<file path="config.mk">
export PLATFORM = sky130hd
export DESIGN_NAME = calc_mode_ctrl_flat
export DESIGN_NICKNAME = d
export VERILOG_FILES = /design/src/rtl/calc_mode_ctrl_if.sv /design/src/rtl/calc_mode_ctrl.sv /design/src/flat_wrapper.sv
export SDC_FILE = /design/constraint.sdc
export NUM_CORES = 1
export LEC_CHECK = 0
export CAP_MARGIN = 20
export CORE_MARGIN = 2
export CORE_UTILIZATION = 50
export DETAILED_ROUTE_END_ITERATION = 7
export GPL_ROUTABILITY_DRIVEN = 0
export MAX_ROUTING_LAYER = met4
export PLACE_DENSITY = 0.8
export SLEW_MARGIN = 40
export SYNTH_ARGS = -nofsm -noshare
export SYNTH_HDL_FRONTEND = slang
export SYNTH_SLANG_ARGS = --single-unit
</file>
<file path="constraint.sdc">
create_clock -name clk -period 1.8 [get_ports clk]
set_input_delay 0.36 -clock clk [delete_from_list [all_inputs] [get_ports clk]]
set_output_delay 0.36 -clock clk [all_outputs]
set_load 0.02 [all_outputs]
</file>
<file path="src/rtl/calc_mode_ctrl_if.sv">
// Calculator control bus: raw buttons and switches in, mux select, operand
// bus and status out.
interface calc_mode_ctrl_if #(
  parameter int SW_W = 10
);
  logic [1:0]      PB;
  logic [SW_W-1:0] SW;
  logic [1:0]      sel;
  logic [SW_W-1:0] op;
  logic            held;
  logic            mode_chg;
  logic [1:0]      press;

  // The board/stimulus side drives the buttons and switches.
  modport master (
    output PB, SW,
    input  sel, op, held, mode_chg, press
  );

  // The controller consumes the buttons and switches and drives the datapath.
  modport slave (
    input  PB, SW,
    output sel, op, held, mode_chg, press
  );
endinterface

</file>
<file path="src/rtl/calc_mode_ctrl.sv">
// Sequencing controller for the switch calculator datapath.
// Each pushbutton is synchronised, debounced and edge-detected into a
// one-cycle press pulse. PB[0] steps the datapath mode (arith -> logic ->
// compare). PB[1] toggles an operand hold that freezes op while the
// switches move.
module calc_mode_ctrl #(
  parameter int DEBOUNCE_CYCLES = 500000,  // must be >= 2
  parameter int SW_W            = 10
) (
  input logic            clk,
  input logic            rst,
  calc_mode_ctrl_if.slave bus
);

  localparam int                CNT_W    = $clog2(DEBOUNCE_CYCLES + 1);
  localparam logic [CNT_W-1:0]  CNT_LAST = CNT_W'(DEBOUNCE_CYCLES - 1);

  // The mode encoding is the mux select itself, so sel needs no decode.
  typedef enum logic [1:0] {
    ARITH   = 2'b00,
    LOGIC   = 2'b01,
    CMP     = 2'b10,
    ILLEGAL = 2'b11
  } mode_t;

  logic [1:0]       sync1;
  logic [1:0]       sync2;
  logic [1:0]       deb;
  logic [1:0]       press_q;
  logic [CNT_W-1:0] cnt [2];

  mode_t            mode;
  logic             mode_chg_q;
  logic             held_q;
  logic [SW_W-1:0]  op_q;

  // Synchronise, debounce and detect the debounced press edge per button.
  // NOTE: sequential state uses non-blocking assignments so every flop
  // samples pre-edge values, which makes the two-flop synchroniser a real
  // two-stage pipeline instead of collapsing into one flop.
  always_ff @(posedge clk) begin
    if (rst) begin
      // NOTE: the buttons are active-low, so "released" is all ones; resetting
      // these to 0 would fake a press straight out of reset.
      sync1   <= '1;
      sync2   <= '1;
      deb     <= '1;
      press_q <= '0;
      cnt[0]  <= '0;
      cnt[1]  <= '0;
    end else begin
      sync1 <= bus.PB;
      sync2 <= sync1;
      for (int i = 0; i < 2; i++) begin
        press_q[i] <= 1'b0;
        if (sync2[i] == deb[i]) begin
          cnt[i] <= '0;
        end else if (cnt[i] == CNT_LAST) begin
          // This edge is the one on which the count would reach
          // DEBOUNCE_CYCLES, so accept the new level here.
          deb[i]     <= sync2[i];
          cnt[i]     <= '0;
          press_q[i] <= ~sync2[i];
        end else begin
          cnt[i] <= cnt[i] + CNT_W'(1);
        end
      end
    end
  end

  // Mode state machine plus operand hold; every output is a flop.
  always_ff @(posedge clk) begin
    if (rst) begin
      mode       <= ARITH;
      mode_chg_q <= 1'b0;
      held_q     <= 1'b0;
      op_q       <= '0;
    end else begin
      mode_chg_q <= 1'b0;
      unique case (mode)
        ARITH: if (press_q[0]) begin mode <= LOGIC; mode_chg_q <= 1'b1; end
        LOGIC: if (press_q[0]) begin mode <= CMP;   mode_chg_q <= 1'b1; end
        CMP:   if (press_q[0]) begin mode <= ARITH; mode_chg_q <= 1'b1; end
        default: begin
          // Recover from the unused code regardless of the buttons.
          mode       <= ARITH;
          mode_chg_q <= 1'b1;
        end
      endcase

      if (press_q[1]) held_q <= ~held_q;

      // Load while live, on the freeze edge (captures this cycle's SW) and on
      // the release edge (SW appears together with held dropping).
      if (!held_q || press_q[1]) op_q <= bus.SW;
    end
  end

  assign bus.sel      = mode;
  assign bus.mode_chg = mode_chg_q;
  assign bus.held     = held_q;
  assign bus.op       = op_q;
  assign bus.press    = press_q;

endmodule
</file>
<file path="src/flat_wrapper.sv">
// flat-port wrapper written by rule: the top's interface ports become plain ports
module calc_mode_ctrl_flat 
#(
  parameter int DEBOUNCE_CYCLES = 500000,                 
  parameter int SW_W            = 10
)
  (clk, rst, bus_PB, bus_SW, bus_sel, bus_op, bus_held, bus_mode_chg, bus_press);
  calc_mode_ctrl_if #(.SW_W(SW_W)) bus_i ();
  input logic clk;
  input logic rst;
  input wire logic [$bits(bus_i.PB)-1:0] bus_PB;
  input wire logic [$bits(bus_i.SW)-1:0] bus_SW;
  output wire logic [$bits(bus_i.sel)-1:0] bus_sel;
  output wire logic [$bits(bus_i.op)-1:0] bus_op;
  output wire logic [$bits(bus_i.held)-1:0] bus_held;
  output wire logic [$bits(bus_i.mode_chg)-1:0] bus_mode_chg;
  output wire logic [$bits(bus_i.press)-1:0] bus_press;
  assign bus_i.PB = bus_PB;
  assign bus_i.SW = bus_SW;
  assign bus_sel = bus_i.sel;
  assign bus_op = bus_i.op;
  assign bus_held = bus_i.held;
  assign bus_mode_chg = bus_i.mode_chg;
  assign bus_press = bus_i.press;
  calc_mode_ctrl #(.DEBOUNCE_CYCLES(DEBOUNCE_CYCLES), .SW_W(SW_W)) u_core (.clk(clk), .rst(rst), .bus(bus_i));
endmodule
</file>
# Word level (Yosys, flattened, before mapping)
# Memories as Yosys holds them, arrays and structs flattened.
# Cells that the tools add are included.
# W data, S select, Z words.
totals:
  reg_bits: 22
  mem_bits_rw: 38
  in_bits: 14
  output_inout_bits: 16
  word_cells: 80
  n_memories: 1
memory_table:
  columns: ["name", "words", "word_bits", "rd", "rd_clocked_by_memory_dff", "wr", "line", "rtl"]
  rows:
  - ["u_core.cnt", 2, 19, 2, 0, 2, "calc_mode_ctrl.sv:30", "logic [CNT_W-1:0] cnt [2];"]
classes:
  addsub: 2
  n_eq_ne: 9
  muxes: 36
  n_bitwise: 13
  reduce_logical: 9
op_table:
  columns: ["op", "count"]
  rows:
  - ["$mux W19", 6]
  - ["$add A19 B1 Y19 const B", 2]
  - ["$eq A19 B19 Y1 const B", 2]
  - ["$mux W1", 26]
  - ["$reduce_or A3 Y1", 3]
  - ["$not A1 Y1", 7]
  - ["$mux W2", 3]
  - ["$ne A2 B1 Y1 const B", 3]
  - ["$or A1 B1 Y1", 6]
  - ["$pmux W2 S3", 1]
  - ["$reduce_and A2 Y1", 2]
  - ["$reduce_and A3 Y1", 1]
  - ["$eq A1 B1 Y1", 2]
  - ["$eq A2 B1 Y1 const B", 1]
  - ["$eq A2 B2 Y1 const B", 1]
  - ["$logic_not A2 Y1", 1]
  - ["$logic_not A1 Y1", 1]
  - ["$logic_or A1 B1 Y1", 1]

# Logic depth before layout (Yosys ltp)
depth:
  ltp_word: 7
  ltp_mapped: 7
  ltp_nobuf: 5

# Worst setup path after synthesis
# OpenSTA, ideal clock, no wires.
synth_path:
  kind: "reg-to-reg"
  startpoint: "memory u_core.cnt[1][0] in the netlist's numbering"
  endpoint: "memory u_core.cnt[1][10] in the netlist's numbering (data pin)"
  setup_ps: 266
  arrival_ps: 1561
  t_required_ps: 1534
  path_slack_ps: -27
  path_stages_with_launch: 7
  n_path_buf: 2
  synth_period_minus_slack_ps: 1827
  cell_sequence: "edfxtp_1 > ha_1 > and4_1 > clkbuf_1 > a21o_1 > clkbuf_1 > nor2_1"
synth_rtl:
  columns: ["item", "line"]
  rows:
  - ["start: declaration", "calc_mode_ctrl.sv:30"]

==> summary.txt <==
Synthesis
  – Number of synthesized flops with an enable pin: 38
  – Async S/R FF share, synth: 0%
  – Synth Flop Type: edfxtp_1
  – Synth warn: 0
  – Post-synthesis cell type count: 37
  – Mean Syn Cell Area: 10.2 sq um
  – Most frequent cell after synthesis: edfxtp_1
  – Mapped Area: 2860 sq um
  – Largest area contributor in the netlist: edfxtp_1
  – Yosys reg bits: 60
  – Register area share after synthesis: 55.3%
  – Synthesized netlist cell count: 281
  – Synth top cells by count: edfxtp_1, nor2_1, nand2_1, a21oi_1, dfxtp_1
  – Ranking of synthesized cells by area: edfxtp_1, dfxtp_1, nor2_1
  – Synth top area share: 39.9%

Timing
  – Endpoints failing setup: 0
  – Min Tclk post-route: 1.77 ns
  – Fmax: 566 MHz
  – Final Skew: 0.00716 ns
  – Final worst slack: 0.0322 ns
  – Crit share post-route: 98.2%
  – Slew margin rel.: 53.1%
  – Max-slew violations: 0
  – Fin. Hold Viols: 0
  – Worst-Margin Slew: 0.703 ns

Clock tree
  – Num CTS Buffers: 9
  – Reg clk slew, reported paths: 0.07 ns
  – CTS tree: done
  – Longest Clk Path Bufs: 2
  – H-tree Lvls: 3
  – Clk_lat worst skew: 0.33 ns
  – # clock sinks: 60
  – Root Buffer: clkbuf_8

Global routing
  – Global Route Usage Sum: 20.4%
  – Initial antenna violation count: 0
  – Largest net degree at the start of global routing: 19
  – Grt ovf: 0
  – Number of global-route vias before repair: 2215
  – First-pass GRT wire length: 9720 um

Worst setup path
  – Crit path from: u_core.cnt[0][6]
  – CP peak stage delay: 0.52 ns
  – Worst setup path end: u_core.cnt[0][13]
  – Setup CP Type: reg2reg
  – Worst r2r src: u_core.cnt[0][6]
  – Arr. time, crit path: 1.97 ns
  – Worst setup EP type: flip-flop
  – Maximum fanout along the worst path: 5
  – Critical Path RT: 2.00 ns
  – Crit start category: flip-flop
  – FF-to-FF setup slack: 0.03 ns
  – R2r worst-path depth: 4
  – Critical R2R Capture: u_core.cnt[0][13]
  – Cell Chain, Critical Path: nand4_4 -> or3_4 -> or4_4 -> a21oi_2
  – Critical-path top delay cell: or4_4

Floorplan
  – Top Ports: 30
  – Die Y-Extent: 79.6 um
  – Row count: 27
  – Die X: 79.6 um
  – Die outline area: 6340 sq um
  – Starting Density: 51.9%
  – Core Box Area: 5510 sq um

Status
  – Status: finished, final reports clean

Detailed routing
  – Total Wirelength: 6070 um
  – Drc violations: 0
  – Wire length per cell: 13.2 um
  – Detail Route Antenna Nets: 0
  – Vias per cell: 5.16
  – Vias after detailed routing: 2370
  – DR iter-0 viols: 172
  – First-pass DRT Iterations: 4

Job
  – MaxCap Viol Count: 0

Power
  – VDD IR max: 508 uV
  – LEAKAGE: 1.45 nW
  – Power per cell area: 773 nW/um^2

Finish
  – Nets: 398
  – P&R area growth vs syn: 34.9%
  – Ant diodes: 0
  – Layout cell share with drive strength beyond 1: 17.6%
  – Final core utilization: 70.1%
  – Fillcell total: 400

Min path
  – Hold crit path type: reg2reg

Placement
  – Pre-CTS setup slack: 0.0298 ns
  – Port bufs: 29
  – DP HPWL: 4200 um
[layout make-up]
class | count | area [sq um] | area share, %
clock inverters | 7 | 75.1 | 1.95
repair buffers | 62 | 556 | 14.4
inverters | 6 | 22.5 | 0.584
flip-flops and latches | 60 | 1580 | 41.0
well taps | 72 | 90.1 | 2.34
clock buffers | 9 | 124 | 3.21
multi-input cells | 243 | 1410 | 36.5
[state kept, by name, summed over array words and instances, names as in the netlist]
name / count
u_core.cnt: 38
u_core.bus.mode_chg: 1
u_core.sync1: 2
u_core.sync2: 2
u_core.bus.press: 2
u_core.deb: 2
u_core.bus.op: 10
u_core.bus.held: 1
u_core.bus.sel: 2
[layer usage]
metal / up-vias / wire length (um) / global-route usage, %
li1: 1186 / - / -
met1: 1094 / 2730 / 25.6
met2: 75 / 2830 / 31.6
met3: 15 / 350 / 4.30
met4: 0 / 153 / 10.2
met5: - / 0 / -
[report_power, final]
group | internal (W) | switching, W | total [W]
Clock | 0.000646 | 0.000563 | 0.00121
Combinational | 0.000111 | 0.000102 | 0.000213
Sequential | 0.00151 | 0.0000472 | 0.00156
Total | 0.00227 | 0.000712 | 0.00298
[worst max-delay path: cells and delay by family, from the launching register on]
kind / cells / cell delay (ns)
simple gates: 3 / 1.08
flops: 1 / 0.44
compound gates: 1 / 0.12
[worst min path at each step]
stage               slack [ns]              end  cells past startpoint            start
global route              0.43  u_core.sync2[1]                      1  u_core.sync1[1]
global placement          0.39  u_core.sync2[1]                      1  u_core.sync1[1]
CTS                       0.42  u_core.sync2[0]                      1  u_core.sync1[0]
floorplan                 0.39  u_core.sync2[0]                      1  u_core.sync1[0]
finish                    0.41  u_core.sync2[0]                      1  u_core.sync1[0]
detailed placement        0.40  u_core.sync2[0]                      1  u_core.sync1[0]
[through the flow]
step	area, sq um	power (W)	instances	setup TNS (ns)	hold WS, ns
after floorplan	3010	0.00168	318	0	0.389
after global placement	3530	0.00178	433	0	0.391
after detailed placement	3530	0.00179	433	0	0.400
after CTS	3730	0.00299	449	0	0.418
after global routing	3860	0.00310	459	-0.266	0.429
final	3860	0.00298	459	0	0.414
[placed cells by master, fill, tap and decap left out, types with 2 or more instances in the layout]
cell | Yosys | routed
edfxtp_1 | 38 | 38
conb_1 | 1 | 38
nor2_1 | 33 | 33
nand2_1 | 32 | 32
buf_4 | 0 | 32
clkdlybuf4s50_1 | 0 | 27
a21oi_1 | 23 | 22
dfxtp_1 | 22 | 22
xnor2_1 | 14 | 14
xor2_1 | 12 | 12
nand4_1 | 10 | 10
nand3_1 | 11 | 10
clkbuf_8 | 0 | 9
nor3_1 | 8 | 7
inv_1 | 6 | 6
and4_1 | 6 | 5
o31ai_1 | 5 | 5
nand2b_1 | 4 | 4
or4_1 | 5 | 4
nor4_1 | 6 | 4
or2_2 | 4 | 4
o21ai_0 | 4 | 4
or3_1 | 6 | 4
and3_1 | 3 | 3
nor4bb_1 | 2 | 2
nor4_2 | 0 | 2
a21o_1 | 2 | 2
or3_4 | 0 | 2
nor4b_1 | 2 | 2
a211o_1 | 2 | 2
ha_2 | 0 | 2
clkinv_4 | 0 | 2
dlymetal6s2s_1 | 0 | 2
[kinds of logic after synthesis]
family | Yosys count | share of synthesized area (%)
adders and majority gates | 2 | 0.875
DFF | 60 | 55.3
other | 1 | 0.131
AOI/OAI and AO/OA | 39 | 8.09
buffers and inverters | 15 | 2.06
xor gates and xnor gates | 26 | 7.96
and+or+nand+nor | 138 | 25.6
[timing repair]
item / 4_1_cts / 5_1_grt
resized for setup: 0 / 14
setup endpoints to repair: 0 / 34
endpoints found under the hold margin: 0 / 0
hold buffers: 0 / 0
buffers inserted: 0 / 10
No activity file was read; power rests on OpenSTA's default activity.
==> patch, RTL diff (config.mk and constraints unchanged) <==
Reset style: asynchronous (`rst`), changed in 2 clocked blocks.
--- a/src/rtl/calc_mode_ctrl.sv
+++ b/src/rtl/calc_mode_ctrl.sv
@@ -39,5 +39,5 @@
   // samples pre-edge values, which makes the two-flop synchroniser a real
   // two-stage pipeline instead of collapsing into one flop.
-  always_ff @(posedge clk) begin
+  always_ff @(posedge clk or posedge rst) begin
     if (rst) begin
       // NOTE: the buttons are active-low, so "released" is all ones; resetting
@@ -70,5 +70,5 @@
 
   // Mode state machine plus operand hold; every output is a flop.
-  always_ff @(posedge clk) begin
+  always_ff @(posedge clk or posedge rst) begin
     if (rst) begin
       mode       <= ARITH;
Function: differs if rst is asserted again (counterexample within 4 cycles, from zero or initial values and one cycle with rst high); with rst held inactive, the same outputs for 10 cycles.
==> patch against the unedited design <==
- the run now ends with setup timing left
- cell area is 8.6% lower
- clock skew is 2.3 ps higher
- sequential share of layout area is 1.8 points higher
- wire length is 11% lower
- total power is 11% lower
- area after synthesis is 5.4% lower
- sequential cell count stayed put
- combinational power is 21% lower
- non-clock buffer count is 5 lower
- setup slack worse by 64 ps
==> patch: results (changes against the unedited design) <==
| Metric | Value |
|---|---|
| Post-synthesis cell type count | `36 (-2.7%)` |
| Dominant cells by area after synthesis | `dfrtp_1, xnor2_1, nor2_1` |
| Reg-to-Reg Start | `u_core.cnt[12]` |
| Failing checks | `setup timing` |
| Most frequent cells after synthesis | `dfrtp_1, nor2_1, xnor2_1` |
| Hold Crit Class | `primary input to asynchronous set/reset pin` |
| GRT met3 Usage | `3.95% (-0.35 points)` |
| Met1 GRT Util | `23.3% (-2.3 points)` |
| Worst clock skew | `9.42 ps (+2.26 ps)` |
| Initial DRC Count | `130 (-24%)` |
| Routed WL | `5420 µm (-11%)` |
| Fraction of layout cells with a size suffix above 1 | `23.0% (+5.5 points)` |
| Worst Setup Slack, final | `-32.3 ps (-64.5 ps)` |
| Worst slew margin | `69.0% (+16 points)` |
| End of the worst register-to-register path | `u_core.deb[1]` |
| Grt met2 use | `33.8% (+2.2 points)` |
| Ys async rst share | `100% (+100 points)` |
| Critical path's slowest cell | `or4b_4` |
| Run status | `finished, violations left` |
| Via Count | `2043 (-14%)` |
| Vias in the first global route | `2073 (-6.4%)` |
| Largest net degree at the start of global routing | `38 (+19)` |
| Fin nets | `328 (-18%)` |
| Fillcell total | `388 (-3.0%)` |
| Setup TNS | `-306 ps (-306 ps)` |
| Critical Path Fanout Max | `2 (-3)` |
| Final count of negative-setup-slack endpoints | `18 (+18)` |
| Detailed placement HPWL | `3810 µm (-9.2%)` |
| LEAKAGE | `1.44 nW (-0.68%)` |
| CP Data Arrival Time | `2100 ps (+130 ps)` |
| Worst VDD drop | `0.566 mV (+11%)` |
| CP max stage delay | `540 ps (+20 ps)` |
| Cell family with most CP delay | `simple AND/OR/NAND/NOR gates` |
| Main flop type after synthesis | `dfrtp_1` |
-- patch: cell count changes in the layout (fill, tap and decap cells not counted), sizes merged, moves of 6 or more --
| cell | delta |
|---|---|
| dfrtp | +54 |
| dfstp | +6 |
| xnor2 | +14 |
| nand2 | -24 |
| nor4 | +6 |
| and4 | -6 |
| conb | -38 |
| mux2 | +12 |
| nor2 | +13 |
| a21oi | -19 |
| dfxtp | -22 |
| edfxtp | -38 |
| xor2 | -6 |
-- patch: how the worst max path moves through the flow --
| stage | startpoint | to | slack [ps] | cells after the start |
|---|---|---|---|---|
| after floorplan | u_core.cnt[10] | u_core.deb[1] | -50 | 4 |
| after global routing | u_core.cnt[0] | u_core.cnt[18] | -80 | 5 |
| after global placement | u_core.cnt[10] | u_core.deb[1] | -40 | 4 |
| after CTS | u_core.cnt[12] | u_core.cnt[18] | -40 | 5 |
| after detailed placement | u_core.cnt[10] | u_core.deb[1] | -70 | 4 |
| final | u_core.cnt[12] | u_core.deb[1] | -30 | 4 |
-- patch: cell type report --
type / instances / share of cell area [%]
Sequential cell: 60 / 42.8
Multi-Input combinational cell: 175 / 33.9
Timing Repair Buffer: 57 / 14.9
Clock buffer: 14 / 4.61
Tap cell: 70 / 2.48
Inverter: 9 / 1.06
Clock inverter: 2 / 0.284
-- patch: power breakdown --
part / total, mW / switching, mW / internal (mW)
registers: 1.40 / 0.0211 / 1.38
logic: 0.168 / 0.0799 / 0.0877
clock network: 1.07 / 0.500 / 0.572
-- patch: cell families after synthesis --
family	Yosys count	share of synthesized area, %
AND/OR/NAND/NOR	114	21.7
flip-flops	60	55.8
XOR/XNOR	34	11.0
multiplexers	13	5.36
AO/OA/AOI/OAI	12	3.28
buffers and inverters	12	1.99
adder cells (fa/ha/maj)	2	0.924
-- patch: what timing repair did --
item,4_1_cts,5_1_grt
endpoints found under the hold margin,0,0
endpoints found under the setup margin,18,37
setup buffers,0,1
pin swaps,2,0
resized for setup,4,4
-- patch: per-stage QoR --
stage	cells	setup WS, ps	util (%)	hold WS (ps)	instance area (µm²)
floorplan	247	-53.1	-	345	2720
global placement	370	-43.7	63.9	348	3300
detailed placement	370	-65.3	63.9	347	3300
CTS	386	-41.3	67.5	322	3490
global route	387	-83.0	68.2	331	3530
finish	387	-32.3	68.2	325	3530
-- patch: per-layer routing --
metal,share of wire (%),vias up
met5,0,-
met4,2.1,0
met3,2.6,10
met2,52,30
met1,43,1010
li1,-,993
-- patch: worst register-to-register path, stage by stage, from the launching register on --
cell and delay [ps]:
dfrtp_1 370, or4b_4 540, or3_4 430, nor2_4 110
mux2_4 300
